`src/rtl/rt_pkg.sv`:
```
// Shared types and constants for the reaction-timer core: FSM states, display codes, LFSR.
// No logic of its own beyond the combinational LFSR step function.
package rt_pkg;

    typedef enum logic [2:0] {
        S_IDLE    = 3'd0,
        S_WAIT    = 3'd1,
        S_RUN     = 3'd2,
        S_DONE    = 3'd3,
        S_EARLY   = 3'd4,
        S_TIMEOUT = 3'd5
    } state_t;

    typedef enum logic [2:0] {
        DISP_HI      = 3'd0,
        DISP_BLANK   = 3'd1,
        DISP_TIME    = 3'd2,
        DISP_EARLY   = 3'd3,
        DISP_TIMEOUT = 3'd4
    } disp_t;

    localparam logic [7:0] LFSR_SEED = 8'h01;
    // Fibonacci taps 8,6,5,4 expressed as bit positions 7,5,4,3.
    localparam logic [7:0] LFSR_TAPS = 8'b1011_1000;

    function automatic logic [7:0] lfsr_next(input logic [7:0] s);
        return {s[6:0], ^(s & LFSR_TAPS)};
    endfunction

endpackage

```
`src/rtl/reaction_timer_core_if.sv`:
```
// Button-tick inputs and display-side outputs of the reaction-timer core.
// master drives the ticks and level controls, slave is the core.
interface reaction_timer_core_if #(
    parameter int N_DIGITS = 4
);
    logic                  start_tick;
    logic                  stop_tick;
    logic                  clear_tick;
    logic                  show_best;
    logic [4*N_DIGITS-1:0] digits;
    logic [2:0]            disp_mode;
    logic                  led;
    logic                  busy;
    logic                  best_valid;

    modport master (
        output start_tick, stop_tick, clear_tick, show_best,
        input  digits, disp_mode, led, busy, best_valid
    );

    modport slave (
        input  start_tick, stop_tick, clear_tick, show_best,
        output digits, disp_mode, led, busy, best_valid
    );
endinterface

```
`src/rtl/bcd_upcount.sv`:
```
// Multi-digit BCD up-counter with synchronous clear; saturates at all 9s.
// q is registered; nxt exposes the value q takes at the next edge.
module bcd_upcount #(
    parameter int N_DIGITS = 4
) (
    input  logic                  clk,
    input  logic                  rst,
    input  logic                  clr,
    input  logic                  inc,
    output logic [4*N_DIGITS-1:0] q,
    output logic [4*N_DIGITS-1:0] nxt,
    output logic                  all9
);
    localparam logic [4*N_DIGITS-1:0] ALL9 = {N_DIGITS{4'h9}};

    logic carry;

    assign all9 = (q == ALL9);

    always_comb begin
        nxt   = q;
        carry = inc & ~all9;
        for (int i = 0; i < N_DIGITS; i++) begin
            if (carry) begin
                if (q[4*i +: 4] == 4'd9) begin
                    nxt[4*i +: 4] = 4'd0;
                end else begin
                    nxt[4*i +: 4] = q[4*i +: 4] + 4'd1;
                    carry         = 1'b0;
                end
            end
        end
        if (clr) begin
            nxt = '0;
        end
    end

    always_ff @(posedge clk) begin
        if (rst) begin
            q <= '0;
        end else begin
            q <= nxt;
        end
    end
endmodule

```
`src/rtl/reaction_timer_core.sv`:
```
// Reaction timer: random arming delay, then BCD timing of the stop press, with early/timeout/best tracking.
// All outputs registered from next-state values, so they reflect a state on its first cycle; inputs are ticks, no backpressure.
module reaction_timer_core
    import rt_pkg::*;
#(
    parameter int CLK_HZ           = 100_000_000,
    parameter int TICK_HZ          = 1000,
    parameter int N_DIGITS         = 4,
    parameter int DELAY_MIN_TICKS  = 1000,
    parameter int DELAY_STEP_TICKS = 250
) (
    input  logic clk,
    input  logic rst,
    reaction_timer_core_if.slave io
);
    localparam int DIV = CLK_HZ / TICK_HZ;
    localparam int PW  = $clog2(DIV);
    localparam int DW  = $clog2(DELAY_MIN_TICKS + 15 * DELAY_STEP_TICKS + 1);
    localparam int BW  = 4 * N_DIGITS;
    localparam logic [BW-1:0] ALL9 = {N_DIGITS{4'h9}};

    if (DIV < 2) begin : g_div_chk
        $error("reaction_timer_core: CLK_HZ/TICK_HZ must be at least 2");
    end
    if (DELAY_MIN_TICKS < 1) begin : g_delay_chk
        $error("reaction_timer_core: DELAY_MIN_TICKS must be at least 1");
    end

    state_t         state, state_nx;
    logic [PW-1:0]  presc;
    logic           tick;
    logic [7:0]     lfsr;
    logic [DW-1:0]  delay_cnt;
    logic [BW-1:0]  cnt_q, cnt_nx, best, best_nx, digits_nx;
    logic           cnt_clr, cnt_inc, cnt_all9;
    logic           best_ok, best_ok_nx, best_upd;
    disp_t          disp_nx;

    assign tick = (presc == PW'(DIV - 1));

    bcd_upcount #(.N_DIGITS(N_DIGITS)) u_cnt (
        .clk  (clk),
        .rst  (rst),
        .clr  (cnt_clr),
        .inc  (cnt_inc),
        .q    (cnt_q),
        .nxt  (cnt_nx),
        .all9 (cnt_all9)
    );

    // Clear beats stop beats start in every state.
    always_comb begin
        state_nx = state;
        cnt_clr  = 1'b0;
        cnt_inc  = 1'b0;
        if (io.clear_tick) begin
            state_nx = S_IDLE;
        end else begin
            case (state)
                S_IDLE, S_DONE, S_TIMEOUT: begin
                    if (!io.stop_tick && io.start_tick) state_nx = S_WAIT;
                end
                S_WAIT: begin
                    if (io.stop_tick) begin
                        state_nx = S_EARLY;
                    end else if (tick && delay_cnt == DW'(1)) begin
                        state_nx = S_RUN;
                        cnt_clr  = 1'b1;
                    end
                end
                S_RUN: begin
                    if (io.stop_tick) begin
                        state_nx = S_DONE;
                    end else if (tick) begin
                        if (cnt_all9) state_nx = S_TIMEOUT;
                        else          cnt_inc  = 1'b1;
                    end
                end
                default: ;
            endcase
        end
    end

    assign best_upd   = (state == S_RUN) && (state_nx == S_DONE) && (!best_ok || cnt_q < best);
    assign best_nx    = best_upd ? cnt_q : best;
    assign best_ok_nx = best_ok | best_upd;

    always_comb begin
        digits_nx = '0;
        disp_nx   = DISP_HI;
        case (state_nx)
            S_IDLE: begin
                if (io.show_best) begin
                    disp_nx   = DISP_TIME;
                    digits_nx = best_nx;
                end
            end
            S_WAIT:    disp_nx = DISP_BLANK;
            S_RUN: begin
                disp_nx   = DISP_TIME;
                digits_nx = cnt_nx;
            end
            S_DONE: begin
                disp_nx   = DISP_TIME;
                digits_nx = io.show_best ? best_nx : cnt_nx;
            end
            S_EARLY: begin
                disp_nx   = DISP_EARLY;
                digits_nx = ALL9;
            end
            S_TIMEOUT: begin
                disp_nx   = DISP_TIMEOUT;
                digits_nx = cnt_nx;
            end
            default: ;
        endcase
    end

    always_ff @(posedge clk) begin
        if (rst) begin
            state         <= S_IDLE;
            presc         <= '0;
            lfsr          <= LFSR_SEED;
            delay_cnt     <= '0;
            best          <= ALL9;
            best_ok       <= 1'b0;
            io.digits     <= '0;
            io.disp_mode  <= DISP_HI;
            io.led        <= 1'b0;
            io.busy       <= 1'b0;
            io.best_valid <= 1'b0;
        end else begin
            state <= state_nx;
            lfsr  <= lfsr_next(lfsr);
            // Restart the prescaler on entry so every state sees a full first tick period.
            if (state_nx != state || tick) presc <= '0;
            else                           presc <= presc + PW'(1);
            if (state_nx == S_WAIT && state != S_WAIT)
                delay_cnt <= DW'(DELAY_MIN_TICKS + DELAY_STEP_TICKS * int'(lfsr[3:0]));
            else if (state == S_WAIT && tick)
                delay_cnt <= delay_cnt - DW'(1);
            best          <= best_nx;
            best_ok       <= best_ok_nx;
            io.digits     <= digits_nx;
            io.disp_mode  <= disp_nx;
            io.led        <= (state_nx == S_RUN);
            io.busy       <= (state_nx == S_WAIT) || (state_nx == S_RUN);
            io.best_valid <= best_ok_nx;
        end
    end
endmodule

```
`src/flat_wrapper.sv`:
```
// flat-port wrapper written by rule: the top's interface ports become plain ports
module reaction_timer_core_flat import rt_pkg::*;
#(
    parameter int CLK_HZ           = 100_000_000,
    parameter int TICK_HZ          = 1000,
    parameter int N_DIGITS         = 4,
    parameter int DELAY_MIN_TICKS  = 1000,
    parameter int DELAY_STEP_TICKS = 250
)
  (clk, rst, io_start_tick, io_stop_tick, io_clear_tick, io_show_best, io_digits, io_disp_mode, io_led, io_busy, io_best_valid);
  reaction_timer_core_if #(.N_DIGITS(N_DIGITS)) io_i ();
  input  logic clk;
  input  logic rst;
  input wire logic [$bits(io_i.start_tick)-1:0] io_start_tick;
  input wire logic [$bits(io_i.stop_tick)-1:0] io_stop_tick;
  input wire logic [$bits(io_i.clear_tick)-1:0] io_clear_tick;
  input wire logic [$bits(io_i.show_best)-1:0] io_show_best;
  output wire logic [$bits(io_i.digits)-1:0] io_digits;
  output wire logic [$bits(io_i.disp_mode)-1:0] io_disp_mode;
  output wire logic [$bits(io_i.led)-1:0] io_led;
  output wire logic [$bits(io_i.busy)-1:0] io_busy;
  output wire logic [$bits(io_i.best_valid)-1:0] io_best_valid;
  assign io_i.start_tick = io_start_tick;
  assign io_i.stop_tick = io_stop_tick;
  assign io_i.clear_tick = io_clear_tick;
  assign io_i.show_best = io_show_best;
  assign io_digits = io_i.digits;
  assign io_disp_mode = io_i.disp_mode;
  assign io_led = io_i.led;
  assign io_busy = io_i.busy;
  assign io_best_valid = io_i.best_valid;
  reaction_timer_core #(.CLK_HZ(CLK_HZ), .TICK_HZ(TICK_HZ), .N_DIGITS(N_DIGITS), .DELAY_MIN_TICKS(DELAY_MIN_TICKS), .DELAY_STEP_TICKS(DELAY_STEP_TICKS)) u_core (.clk(clk), .rst(rst), .io(io_i));
endmodule
```
`config.mk`:
```
export PLATFORM = sky130hd
export DESIGN_NAME = reaction_timer_core_flat
export DESIGN_NICKNAME = d
export VERILOG_FILES = /design/src/rtl/rt_pkg.sv /design/src/rtl/reaction_timer_core_if.sv /design/src/rtl/bcd_upcount.sv /design/src/rtl/reaction_timer_core.sv /design/src/flat_wrapper.sv
export SDC_FILE = /design/constraint.sdc
export NUM_CORES = 1
export LEC_CHECK = 0
export ABC_AREA = 0
export CORE_MARGIN = 4
export CORE_UTILIZATION = 30
export DETAILED_ROUTE_END_ITERATION = 8
export MAX_ROUTING_LAYER = met4
export PLACE_DENSITY_LB_ADDON = 0.2
export SYNTH_ARGS = -nofsm -noshare
export SYNTH_HDL_FRONTEND = slang
export SYNTH_SLANG_ARGS = --single-unit
```
`constraint.sdc`:
```
create_clock -name clk -period 4 [get_ports clk]
set_clock_uncertainty 0.2 [all_clocks]
set_input_delay 1.2 -clock clk [delete_from_list [all_inputs] [get_ports clk]]
set_output_delay 1.2 -clock clk [all_outputs]
set_load 0.05 [all_outputs]
```
Word level (Yosys, flattened, before mapping):

Cells that the tools add are included.

* flip-flop bits (word level): 95
* input port bits: 6
* output and inout bits: 22
* logic and storage cells: 100

* add/sub/neg operators: 7
* multipliers: 1
* order comparisons: 1
* equality and inequality tests: 18
* muxes and demuxes: 40
* bitwise logic cells: 3
* reduce and logical (&&, ||, !) cells: 19

Operators by type and width (count)
* two-way mux 16 bit: 4
* one-hot mux 16 bit (4 select lines): 1
* two-way mux 4 bit: 8
* two-way mux 13 bit: 2
* two-way mux 3 bit: 7
* adder 17 x 1 -> 17 bit, second input constant: 1
* == test 17 bit, second input constant: 1
* adder 4 x 1 -> 4 bit, second input constant: 4
* == test 16 bit, second input constant: 1
* == test 4 bit, second input constant: 4
* less-than comparator 16 bit: 1
* two-way mux 1 bit: 15
* one-hot mux 3 bit (5 select lines): 1
* adder 11 x 13 -> 13 bit, first input constant: 1
* == test 13 x 1 -> 1 bit, second input constant: 1
* subtractor 13 x 1 -> 13 bit, second input constant: 1
* == test 3 x 2 -> 1 bit, second input constant: 4
* multiplier 7 x 4 -> 11 bit, first input constant: 1
* == test 3 bit, second input constant: 3
* one-hot mux 3 bit (3 select lines): 1
* parity 8 bit: 1
* == test 3 x 1 -> 1 bit, second input constant: 2
* logical AND 1 bit: 6
* zero test 3 bit: 2
* 11 further kinds: 16

Logic depth before layout (Yosys ltp):

Gate-level depths: netlist of run 1.

* depth in word-level cells: 14
* mapped depth: 12
* gate-level depth less buffers: 12

By module:

Synthesis of run 1 repeated with hierarchy kept, for this count alone.

* cells, all modules: 673
* area total of the unflattened synthesis: 5729.2 um2

By module, submodules not included
* reaction_timer_core: instances 1, cells an instance 553, area each 4780.8 um2, seq. area each 1581.5 um2
* bcd_upcount: instances 1, cells an instance 120, area each 948.4 um2, seq. area each 320.3 um2

Least setup slack after synthesis of run 1:

No wires, ideal clock.

* path kind: register -> register
* from: register u_core.lfsr[1]
* to: register u_core.delay_cnt[11]
* setup time: 0.086 ns
* data arrival time: 3.199 ns
* required time: 3.714 ns
* setup slack: 0.515 ns
* stages on the path, launching flop included: 13
* buffers on the path: 0
* period minus slack after synthesis: 3.485 ns
* cells stage by stage: dfxtp_1 > fa_1 > inv_1 > fa_1 > inv_1 > ha_1 > nor2b_1 > o21ai_0 > a21oi_1 > nor4_1 > a21oi_1 > xnor2_1 > a211oi_1

* cells in the longest elaborated chain, start to end: 3

RTL lines
* start: declaration: line reaction_timer_core.sv:32 `logic [7:0] lfsr;`
* start signal: assignment: line reaction_timer_core.sv:134 `lfsr <= lfsr_next(lfsr);`
* multiplier 7 x 4 -> 11 bit: line reaction_timer_core.sv:139 `delay_cnt <= DW'(DELAY_MIN_TICKS + DELAY_STEP_TICKS * int'(lfsr[3:0]));`
* adder 11 x 13 -> 13 bit: line reaction_timer_core.sv:139
* two-way mux 13 bit: line reaction_timer_core.sv:138 `if (state_nx == S_WAIT && state != S_WAIT)`
* end signal: assignment: line reaction_timer_core.sv:139
* end signal: assignment: line reaction_timer_core.sv:141 `delay_cnt <= delay_cnt - DW'(1);`
* end: declaration: line reaction_timer_core.sv:33 `logic [DW-1:0] delay_cnt;`

No other way between the ends.
A chain may end at the register's enable or synchronous reset.

Final worst setup path of run 1:

* from: register u_core.lfsr[1]
* to: register u_core.delay_cnt[10]

Same word-level chain as after synthesis.

==> impl_results.md, run 1 <==
- Initial Utilization: 30.4%
- Leading area contributor after synthesis: dfxtp_1
- Crit Path Class: register to register
- Syn Area/Cell: between 8 and 9 um^2
- Slew Viols, Final: 0
- Height of the die: 148 um
- 1st-pass router iterations: 5
- WP data required: around 4 ns
- Net count, final: 774
- Hold_buf cts: 0
- I/O Buffers: 27
- CP Capture Type: register
- Row count: between 50 and 60
- First-pass GRT wire length: 26400 um
- Largest net degree at the start of global routing: 54
- # Max-Cap Violations: 0
- Diodes inserted: 0
- Dpl cells: 974
- Share of layout cells above drive strength 1: 11.7%
- Io pins: 28
- Final period util: about 93%
- Worst hold-check path type: register to register
- Total global routing track utilization: roughly 15%
- Crit-path max FO: 5
- Post-synth top area share: between 30% and 40%
- Root buf cell: clkbuf_16
- Total chip power: roughly 0.0023 W
- Post-Syn Area: 0.00590 mm^2
- Finished Cell Area: 0.00693 mm^2
- Clock Path Buffers: 2
- Most used cells in the layout excluding fill and tap cells: dfxtp_1 (95), nor2_1 (75), a21oi_1 (42), inv_1 (41), ha_1 (41)
- Clk slew on worst S/H paths: 0.07 ns
- Met1 usage: 20.1%
- Final hold vios: 0
- Iter 0 DRT Violations: 246
- Power per Cell Area: 330 mW/mm^2
- Area of the core: 0.0194 mm^2
- Post-route ant nets: 0
- Setup violators final: 0
- Final GP Congestion: around 0.88
- Non-Filler Instances: 990
- Max frequency: 268 MHz
- #FFs+latches synth: 95
- Commonest non-fill, non-tap cell in the layout: dfxtp_1
- Synth-to-Final Area Change: 17.5%
- Reg2reg start: u_core.lfsr[1]
- Startpoint Class: register
- TritonCTS clock tree: built
- Ys async rst share: 0%
- Post-synth EDFFs: 0
- Post-DP HPWL: about 12000 um
- Crit-path cells: fa_1 > inv_1 > fa_1 > inv_1 > ha_1 > nor2b_1 > o21ai_0 > a2111oi_0 > a311oi_1 > a31oi_1 > nand2b_1 > a211oi_1
- Minimum clock period: 3.73 ns
- Htree depth: 3
- Met2 Use GR: 24.1%
- Syn Inst Count: 680
- PostCTS Resize Cnt: 0
- Slowest CP cell: fa_1
- Wire per inst: between 15 and 20 um
- Met3 usage: 1.92%
- GRT Residual Overflow: 0
- Vias after detailed routing: 5126
- Wirelength, routed: 16200 um
- Ys Warns: 0
- Vias in the first global route: roughly 5000
- Worst-Margin Slew: ~1.1 ns
- Mapped Nets: ~730
- Vias/cell: just over 5
- Drt drc: 0
- Status: finished, final reports clean
- Hold wc startpoint: u_core.lfsr[6]
- Register area share after synthesis: roughly a third
- Die area: 0.0220 mm^2
- Initial antenna violation count: 0
- Die width: 148 um
- TritonCTS Sinks: 95
- Distinct cells, synth: 72
- Ys flop type: dfxtp_1
- # Post-CTS Setup Buffers: 0
- Post-Place Cell Area: 0.00661 mm^2
- WP data arrival: 3.72 ns
- P_leak: 2.65 nW
- CTS buffer count: 9
- VDD IR-drop max: 0.000200 V
- Worst setup startpoint: u_core.lfsr[1]
- GR peak layer: met2
- Crit-path max cell delay: 0.61 ns
- Dominant cells by area after synthesis: dfxtp_1 (32%), ha_1 (8.7%), nor2_1 (4.8%)
- Worst-skew pair later-pin latency: 0.36 ns
- RSZ-0062 raised after global routing: false
- Slew HR: about 30%
cells in the mapped netlist, types with 6 or more instances:
master / number
nand2b_1: 12
fa_1: 7
ha_1: 41
mux2i_1: 6
xnor2_1: 22
or3_1: 7
xor2_1: 22
nand3_1: 25
a211oi_2: 6
nor4_1: 10
dfxtp_1: 95
o21a_1: 17
nand3b_1: 9
clkbuf_1: 12
nand4_1: 12
inv_1: 41
o21ai_0: 27
nor2b_1: 11
nor3_1: 15
nor2_1: 75
a211oi_1: 24
nand2_1: 30
a21oi_1: 42
buf_2: 13
critical path: cells and delay by family (launching register included):
kind                       cells  cell delay [ns]
adders and majority gates      3             1.46
AOI/OAI and AO/OA              5             1.04
DFF                            1             0.33
buffers and inverters          2             0.14
and+or+nand+nor                2             0.40
metrics by stage:
step	hold slack (ns)	utilization, %	setup slack, ns	setup TNS (ns)
5_1_grt	0.267	35.7	0.0229	0
3_5_place_dp	0.242	34.0	0.0242	0
4_1_cts	0.262	35.7	0.197	0
6_report	0.258	35.7	0.274	0
3_3_place_gp	0.228	34.0	-0.0127	-0.0127
2_1_floorplan	0.214	-	0.515	0
worst paths after layout:
check / end / slack, ns / depth (start not counted)
worst max-delay path: u_core.delay_cnt[10] / 0.27 / 12
worst min-delay path: u_core.lfsr[7] / 0.26 / 1
worst max register to register: u_core.delay_cnt[10] / 0.27 / 12
worst min register to register: u_core.lfsr[7] / 0.26 / 1
power by group:
| group | switching (W) | internal (W) |
|---|---|---|
| Sequential | 0.0000194 | 0.000966 |
| Clock | 0.000400 | 0.000549 |
| Combinational | 0.000213 | 0.000143 |
| Total | 0.000632 | 0.00166 |
layout make-up:
| type | instances | area [um^2] |
|---|---|---|
| clock buffer | 9 | 225 |
| fill | 2025 | 12500 |
| multi-input combinational | 512 | 3690 |
| inverter | 41 | 154 |
| sequential | 95 | 1900 |
| timing repair buffer | 61 | 533 |
| tap | 265 | 332 |
| clock inverter | 7 | 97.6 |
logic make-up (layout without fill, tap and decap cells):
logic type               Yosys count  in the layout  share of synthesized area [%]
AO/OA/AOI/OAI                    162            162                           19.5
flip-flops                        95             95                           32.2
adder cells (fa/ha/maj)           48             48                           11.1
XOR/XNOR                          44             44                           6.53
buffers and inverters             73            118                           5.30
multiplexers                       8              8                           1.40
AND/OR/NAND/NOR                  250            250                           23.9
flip-flops by register name, indices dropped and copies added, names as in the netlist, 3 cells and up:
register and count:
u_core.presc 17, u_core.u_cnt.q 16, u_core.best 16, u_core.io.disp_mode 3, u_core.state 3, u_core.delay_cnt 13, u_core.io.digits 16, u_core.lfsr 8
routing by layer:
| metal | share of wire [%] | routed length [um] | vias up |
|---|---|---|---|
| met5 | 0 | 0 | - |
| met4 | 2.9 | 473 | 0 |
| met3 | 2.4 | 397 | 34 |
| met2 | 46 | 7480 | 86 |
| met1 | 49 | 7880 | 2493 |
| li1 | - | - | 2513 |
No activity file was read; power rests on OpenSTA's default activity.
==> run 2, diff against run 1 <==
--- a/config.mk
+++ b/config.mk
@@ -14,3 +14,4 @@
 export SYNTH_ARGS = -nofsm -noshare
 export SYNTH_HDL_FRONTEND = slang
 export SYNTH_SLANG_ARGS = --single-unit
+export TNS_END_PERCENT = 100
==> results of run 2 <==
Final layout, timing and power as in run 1 (identical DEF).
